--- src/rtl/seq_stream_ctrl.sv ---
// rtl/seq_stream_ctrl.sv - stimulus sequencer and y-code counter for a serial Moore FSM
//
// Purpose: buffers {clr, word} entries in a small FIFO, optionally pulses the
// FSM reset, shifts each word MSB-first onto fsm_x, then counts the non-zero
// fsm_y codes seen for that word and reports them with a one-cycle res_valid.
//
// Ports:
//   clk                 rising-edge clock shared with the FSM
//   rst                 asynchronous active-low reset
//   in_valid/in_ready   word handshake; in_data is sent MSB first
//   in_clr              pulse fsm_rst before this word
//   fsm_x, fsm_rst      registered drive to the FSM
//   fsm_y               FSM Moore output
//   busy                a word is in flight
//   res_valid           one-cycle pulse, cnt1/cnt2/cnt3 updated
//   cnt1, cnt2, cnt3    per-word counts of y = 01 / 10 / 11

module seq_stream_ctrl #(
    parameter int WORD_W = 32,
    parameter int DEPTH  = 4,
    parameter int CW     = $clog2(WORD_W + 1)
) (
    input  logic              clk,
    input  logic              rst,
    input  logic              in_valid,
    input  logic [WORD_W-1:0] in_data,
    input  logic              in_clr,
    output logic              in_ready,
    output logic              fsm_x,
    output logic              fsm_rst,
    input  logic [1:0]        fsm_y,
    output logic              busy,
    output logic              res_valid,
    output logic [CW-1:0]     cnt1,
    output logic [CW-1:0]     cnt2,
    output logic [CW-1:0]     cnt3
);

    localparam int AW   = (DEPTH > 1) ? $clog2(DEPTH) : 1;
    localparam int CNTW = $clog2(DEPTH + 1);
    localparam int IW   = $clog2(WORD_W);

    localparam logic [IW-1:0]   IDX_TOP  = IW'(WORD_W - 1);
    localparam logic [CNTW-1:0] FIFO_MAX = CNTW'(DEPTH);
    localparam logic [CW-1:0]   CNT_MAX  = CW'(WORD_W);

    typedef enum logic [1:0] {
        S_IDLE,
        S_CLR,
        S_SHIFT,
        S_DRAIN
    } state_t;

    // ---------------- FIFO ----------------
    logic [WORD_W:0]   r_mem [DEPTH];
    logic [AW-1:0]     r_wr;
    logic [AW-1:0]     r_rd;
    logic [CNTW-1:0]   r_count;

    state_t            r_state;

    logic              w_push;
    logic              w_pop;
    logic [WORD_W:0]   w_head;
    logic              w_head_clr;
    logic [WORD_W-1:0] w_head_data;

    assign in_ready    = (r_count != FIFO_MAX) && rst;
    assign w_push      = in_valid && in_ready;
    assign w_pop       = (r_state == S_IDLE) && (r_count != '0);
    assign w_head      = r_mem[r_rd];
    assign w_head_clr  = w_head[WORD_W];
    assign w_head_data = w_head[WORD_W-1:0];

    always_ff @(posedge clk) begin
        if (w_push) begin
            r_mem[r_wr] <= {in_clr, in_data};
        end
    end

    always_ff @(posedge clk or negedge rst) begin
        if (!rst) begin
            r_wr    <= '0;
            r_rd    <= '0;
            r_count <= '0;
        end else begin
            if (w_push) begin
                r_wr <= r_wr + AW'(1);
            end
            if (w_pop) begin
                r_rd <= r_rd + AW'(1);
            end
            r_count <= r_count + CNTW'(w_push) - CNTW'(w_pop);
        end
    end

    // ---------------- Sequencer ----------------
    logic              r_first;
    logic              r_fsm_x;
    logic              r_fsm_rst;
    logic [WORD_W-1:0] r_shift;
    logic [IW-1:0]     r_idx;
    logic [CW-1:0]     r_acc1;
    logic [CW-1:0]     r_acc2;
    logic [CW-1:0]     r_acc3;
    logic [CW-1:0]     r_cnt1;
    logic [CW-1:0]     r_cnt2;
    logic [CW-1:0]     r_cnt3;
    logic              r_res_valid;

    logic [CW-1:0]     w_acc1_nxt;
    logic [CW-1:0]     w_acc2_nxt;
    logic [CW-1:0]     w_acc3_nxt;

    // Accumulator values after counting the current fsm_y sample (saturating).
    always_comb begin
        w_acc1_nxt = r_acc1;
        w_acc2_nxt = r_acc2;
        w_acc3_nxt = r_acc3;
        if (fsm_y == 2'b01 && r_acc1 != CNT_MAX) w_acc1_nxt = r_acc1 + CW'(1);
        if (fsm_y == 2'b10 && r_acc2 != CNT_MAX) w_acc2_nxt = r_acc2 + CW'(1);
        if (fsm_y == 2'b11 && r_acc3 != CNT_MAX) w_acc3_nxt = r_acc3 + CW'(1);
    end

    always_ff @(posedge clk or negedge rst) begin
        if (!rst) begin
            r_state     <= S_IDLE;
            r_first     <= 1'b1;
            r_fsm_x     <= 1'b0;
            r_fsm_rst   <= 1'b1;
            r_shift     <= '0;
            r_idx       <= '0;
            r_acc1      <= '0;
            r_acc2      <= '0;
            r_acc3      <= '0;
            r_cnt1      <= '0;
            r_cnt2      <= '0;
            r_cnt3      <= '0;
            r_res_valid <= 1'b0;
        end else begin
            r_res_valid <= 1'b0;
            case (r_state)
                S_IDLE: begin
                    r_fsm_x   <= 1'b0;
                    r_fsm_rst <= 1'b0;
                    if (w_pop) begin
                        if (w_head_clr || r_first) begin
                            r_state   <= S_CLR;
                            r_fsm_rst <= 1'b1;
                            r_shift   <= w_head_data;
                        end else begin
                            // fsm_x carries the current bit; r_shift holds the rest.
                            r_state <= S_SHIFT;
                            r_fsm_x <= w_head_data[WORD_W-1];
                            r_shift <= {w_head_data[WORD_W-2:0], 1'b0};
                            r_idx   <= IDX_TOP;
                            r_acc1  <= '0;
                            r_acc2  <= '0;
                            r_acc3  <= '0;
                        end
                    end
                end
                S_CLR: begin
                    r_first   <= 1'b0;
                    r_fsm_rst <= 1'b0;
                    r_state   <= S_SHIFT;
                    r_fsm_x   <= r_shift[WORD_W-1];
                    r_shift   <= {r_shift[WORD_W-2:0], 1'b0};
                    r_idx     <= IDX_TOP;
                    r_acc1    <= '0;
                    r_acc2    <= '0;
                    r_acc3    <= '0;
                end
                S_SHIFT: begin
                    // The Moore response to the MSB only shows up one cycle
                    // later, so the first SHIFT cycle takes no sample.
                    if (r_idx != IDX_TOP) begin
                        r_acc1 <= w_acc1_nxt;
                        r_acc2 <= w_acc2_nxt;
                        r_acc3 <= w_acc3_nxt;
                    end
                    if (r_idx == '0) begin
                        r_state <= S_DRAIN;
                        r_fsm_x <= 1'b0;
                    end else begin
                        r_fsm_x <= r_shift[WORD_W-1];
                        r_shift <= {r_shift[WORD_W-2:0], 1'b0};
                        r_idx   <= r_idx - IW'(1);
                    end
                end
                S_DRAIN: begin
                    // Gap bit: its sample is the response to bit 0.
                    r_acc1      <= w_acc1_nxt;
                    r_acc2      <= w_acc2_nxt;
                    r_acc3      <= w_acc3_nxt;
                    r_cnt1      <= w_acc1_nxt;
                    r_cnt2      <= w_acc2_nxt;
                    r_cnt3      <= w_acc3_nxt;
                    r_res_valid <= 1'b1;
                    r_fsm_x     <= 1'b0;
                    r_state     <= S_IDLE;
                end
                default: begin
                    r_state <= S_IDLE;
                end
            endcase
        end
    end

    assign fsm_x     = r_fsm_x;
    assign fsm_rst   = r_fsm_rst;
    assign busy      = (r_state != S_IDLE);
    assign res_valid = r_res_valid;
    assign cnt1      = r_cnt1;
    assign cnt2      = r_cnt2;
    assign cnt3      = r_cnt3;

endmodule

--- config.mk ---
export PLATFORM = sky130hd
export DESIGN_NAME = seq_stream_ctrl
export DESIGN_NICKNAME = d
export VERILOG_FILES = /design/src/rtl/seq_stream_ctrl.sv
export SDC_FILE = /design/constraint.sdc
export NUM_CORES = 1
export LEC_CHECK = 0
export ABC_AREA = 0
export CELL_PAD_IN_SITES_DETAIL_PLACEMENT = 0
export CELL_PAD_IN_SITES_GLOBAL_PLACEMENT = 2
export CORE_ASPECT_RATIO = 1.2
export CORE_MARGIN = 8
export CORE_UTILIZATION = 46
export DETAILED_ROUTE_END_ITERATION = 16
export PLACE_DENSITY = 0.82
export SLEW_MARGIN = 10
export SYNTH_ARGS = -nofsm -noshare
export SYNTH_HDL_FRONTEND = slang
export SYNTH_SLANG_ARGS = --single-unit
--- constraint.sdc ---
create_clock -name clk -period 7.1 [get_ports clk]
set_input_delay 1.775 -clock clk [delete_from_list [all_inputs] [get_ports clk]]
set_output_delay 1.775 -clock clk [all_outputs]
set_load 0.03 [all_outputs]
==> qor.txt <==
worst hold-check path type: flop to flop
Critical Path Source: rst
Rows: 58
Die W: 147.9 µm
worst r2r src: r_rd[0]
syn nets: 715
antenna cell count: 0
WHS Path Cells: 2
critical path class: input port to output port
max incr delay on CP: 0.79 ns
CTS Sinks: 218
# hold bufs at CTS: 0
Peak supply drop: 0.0002357 V
Max-Cap Viols: 0
H-tree Lvls: 1
vias in the first global route: 6,081
Initial Util: 0.4630
global-route wire length before repair: 31.34 mm
TritonCTS clock tree: built
Critical Path Start Type: input port
antenna violations before repair: 0
total CTS buffers: 23
status: finished, final reports clean
Worst Skew: 0.006687 ns
clock tree buffer depth: 3
Top FF cell, synth: edfxtp_1
CORE AREA: 20,750 µm²
Critical-path top delay cell: clkdlybuf4s50_1
fmax: 200.1 MHz
Worst Hold End: r_shift[0]
Avg Cell Area, Syn: 14.63 µm²
Clock transition at path regs: 0.06 ns
max-slew violation count: 0
WL/cell: 18.78 µm
# DRC: 0
Tcrit/Tclk final: 0.7037
endpoint type of the worst setup path: output port
CTS Root Cell: clkbuf_16
latest clock arrival within the worst-skew pair: 0.50 ns
fillers: 1,747
fin crit period: 4.996 ns
largest net degree at the start of global routing: 79
Total GRT Usage: 0.1485
Arr. time, crit path: 3.22 ns
number of flops mapped to enable cells by yosys: 132
synthesized flop and latch total: 218
area of the multi-input gates: 3197 µm²
Synth cell types: 57
Routed Antenna Nets: 0
Mapped Cells: 657
Max FO, Critical Path: 10
register area: 6120 µm²
GPL Wtd Cong: 0.7637
worst path required time: 5.33 ns
reg-to-reg critical path endpoint: r_shift[16]
Die H: 174.3 µm
io pins: 61
Nets: 775
Final Hold Viols: 0
Async SR Flop Fraction: 0.3945
WL final: 18.84 mm
relative max-transition margin: 0.3270
R2R setup slack: 4.19 ns
HP Start: r_shift[0]
grt ovf: 0
Post-CTS Repair Setup Buffers: 0
Finish-stage setup viols: 0
Iter 0 DRT Violations: 280
power per cell area: 445.8 nW/µm²
Final Power: 0.004965 W
total negative slack: 0 ns
crit-path cells: buf_4, a21boi_0, clkdlybuf4s50_1
yosys warns: 0
Pre-antenna DRT Iters: 4
share of cells above drive strength 1: 0.1323
DR vias/cell: 5.576
P&R area growth vs syn: 15.88%
leak pwr: 4.164 nW
Post-CTS Resized: 0
register area share after synthesis: 0.6366
DP HPWL: 11.62 mm
R2R cell count: 6
Die Footprint: 25,790 µm²
vias: 5,593
I/O Buffers: 60
RSZ-0062 raised after global routing: no
Synth Cell Area: 9610 µm²
worst-margin pin slew: 1.010 ns
==> synthesized netlist by cell type (all sizes together), types with 15 or more instances <==
cell type  count  area share
a21oi         27       0.014
buf           24       0.018
clkbuf        15      0.0059
dfrtp         84        0.22
edfxtp       132        0.41
ha            19       0.025
inv           19      0.0074
mux2i         37       0.039
mux4          32       0.075
nand2         39       0.015
nand3         36       0.019
nor2          34       0.014
o211ai        37       0.029
==> area by class of cell <==
cell class	instances	area share
Clock buffer	29	0.05370
Clock inverter	12	0.009887
Inverter	19	0.006404
Multi-Input combinational cell	381	0.2870
Sequential cell	218	0.5495
Tap cell	270	0.03033
Timing Repair Buffer	74	0.06314
==> state kept, by name, summed over array words and instances (netlist names), 2 cells and up <==
name	cells
cnt2	6
r_count	3
r_mem	132
cnt3	6
cnt1	6
r_acc1	6
r_acc3	6
r_wr	2
r_acc2	6
r_state	2
r_shift	32
r_idx	5
r_rd	2
==> how the worst max path moves through the flow <==
stage	endpoint	slack [ns]	cells after the start
floorplan	in_ready	2.66	1
global placement	in_ready	2.22	3
detailed placement	in_ready	2.07	3
finish	in_ready	2.10	3
global route	in_ready	1.97	3
CTS	in_ready	2.07	3
==> worst max-delay path: cells and delay by family <==
kind,cells,cell delay (ns)
buf+inv,2,0.94
compound gates,1,0.50
==> cell families after synthesis <==
family          after synthesis  share of synthesized area
xor+xnor                     19                    0.01732
flops                       218                     0.6366
mux                          71                     0.1159
buf+inv                      58                    0.03125
simple gates                158                    0.08501
compound gates              113                    0.08710
fa+ha+maj                    20                    0.02682
==> metal layers <==
metal	up-vias	GRT usage	routed length (µm)
li1	2619	-	-
met2	98	0.2649	9722
met1	2846	0.1787	7925
met3	30	0.02914	818
met5	-	0	0
met4	0	0.04087	373
==> cells in the final DEF, fill, tap and decap left out, types with 4 or more instances in the layout <==
| master | Yosys | layout |
|---|---|---|
| edfxtp_1 | 132 | 132 |
| a21oi_1 | 27 | 27 |
| mux4_2 | 32 | 32 |
| clkbuf_1 | 15 | 6 |
| nor3_1 | 5 | 5 |
| a211o_1 | 7 | 7 |
| buf_4 | 7 | 15 |
| nor2_1 | 33 | 33 |
| clkdlybuf4s50_1 | 0 | 59 |
| o211ai_1 | 37 | 37 |
| nand3_1 | 36 | 36 |
| clkinv_2 | 0 | 6 |
| and3_1 | 6 | 6 |
| a22o_1 | 13 | 13 |
| o21ai_0 | 4 | 4 |
| nand4_1 | 7 | 7 |
| xor2_1 | 8 | 8 |
| xnor2_1 | 11 | 11 |
| nor2b_1 | 9 | 9 |
| dfrtp_1 | 84 | 83 |
| nor3b_1 | 4 | 4 |
| and2_1 | 5 | 5 |
| inv_1 | 19 | 19 |
| nand2_1 | 39 | 39 |
| ha_1 | 19 | 19 |
| clkbuf_16 | 0 | 23 |
| mux2i_1 | 37 | 37 |
==> through the flow <==
stage                     area [µm²]  worst slack (ns)  hold WS, ns  cells    util
after floorplan                 9610             2.662       0.4493    657       -
after global placement         10430             2.215       0.4629    962  0.5025
after detailed placement       10430             2.071       0.4785    962  0.5025
after CTS                      11140             2.075       0.4919   1003  0.5366
after global routing           11140             1.969       0.5086   1003  0.5366
final                          11140             2.104       0.4937   1003  0.5366
==> report_power, final <==
group,switching [W],internal [W]
combinational,0.00119,0.000843
sequential,0.000148,0.00165
clock,0.000464,0.000667
Note: power is estimated with default switching activity, not from simulation.
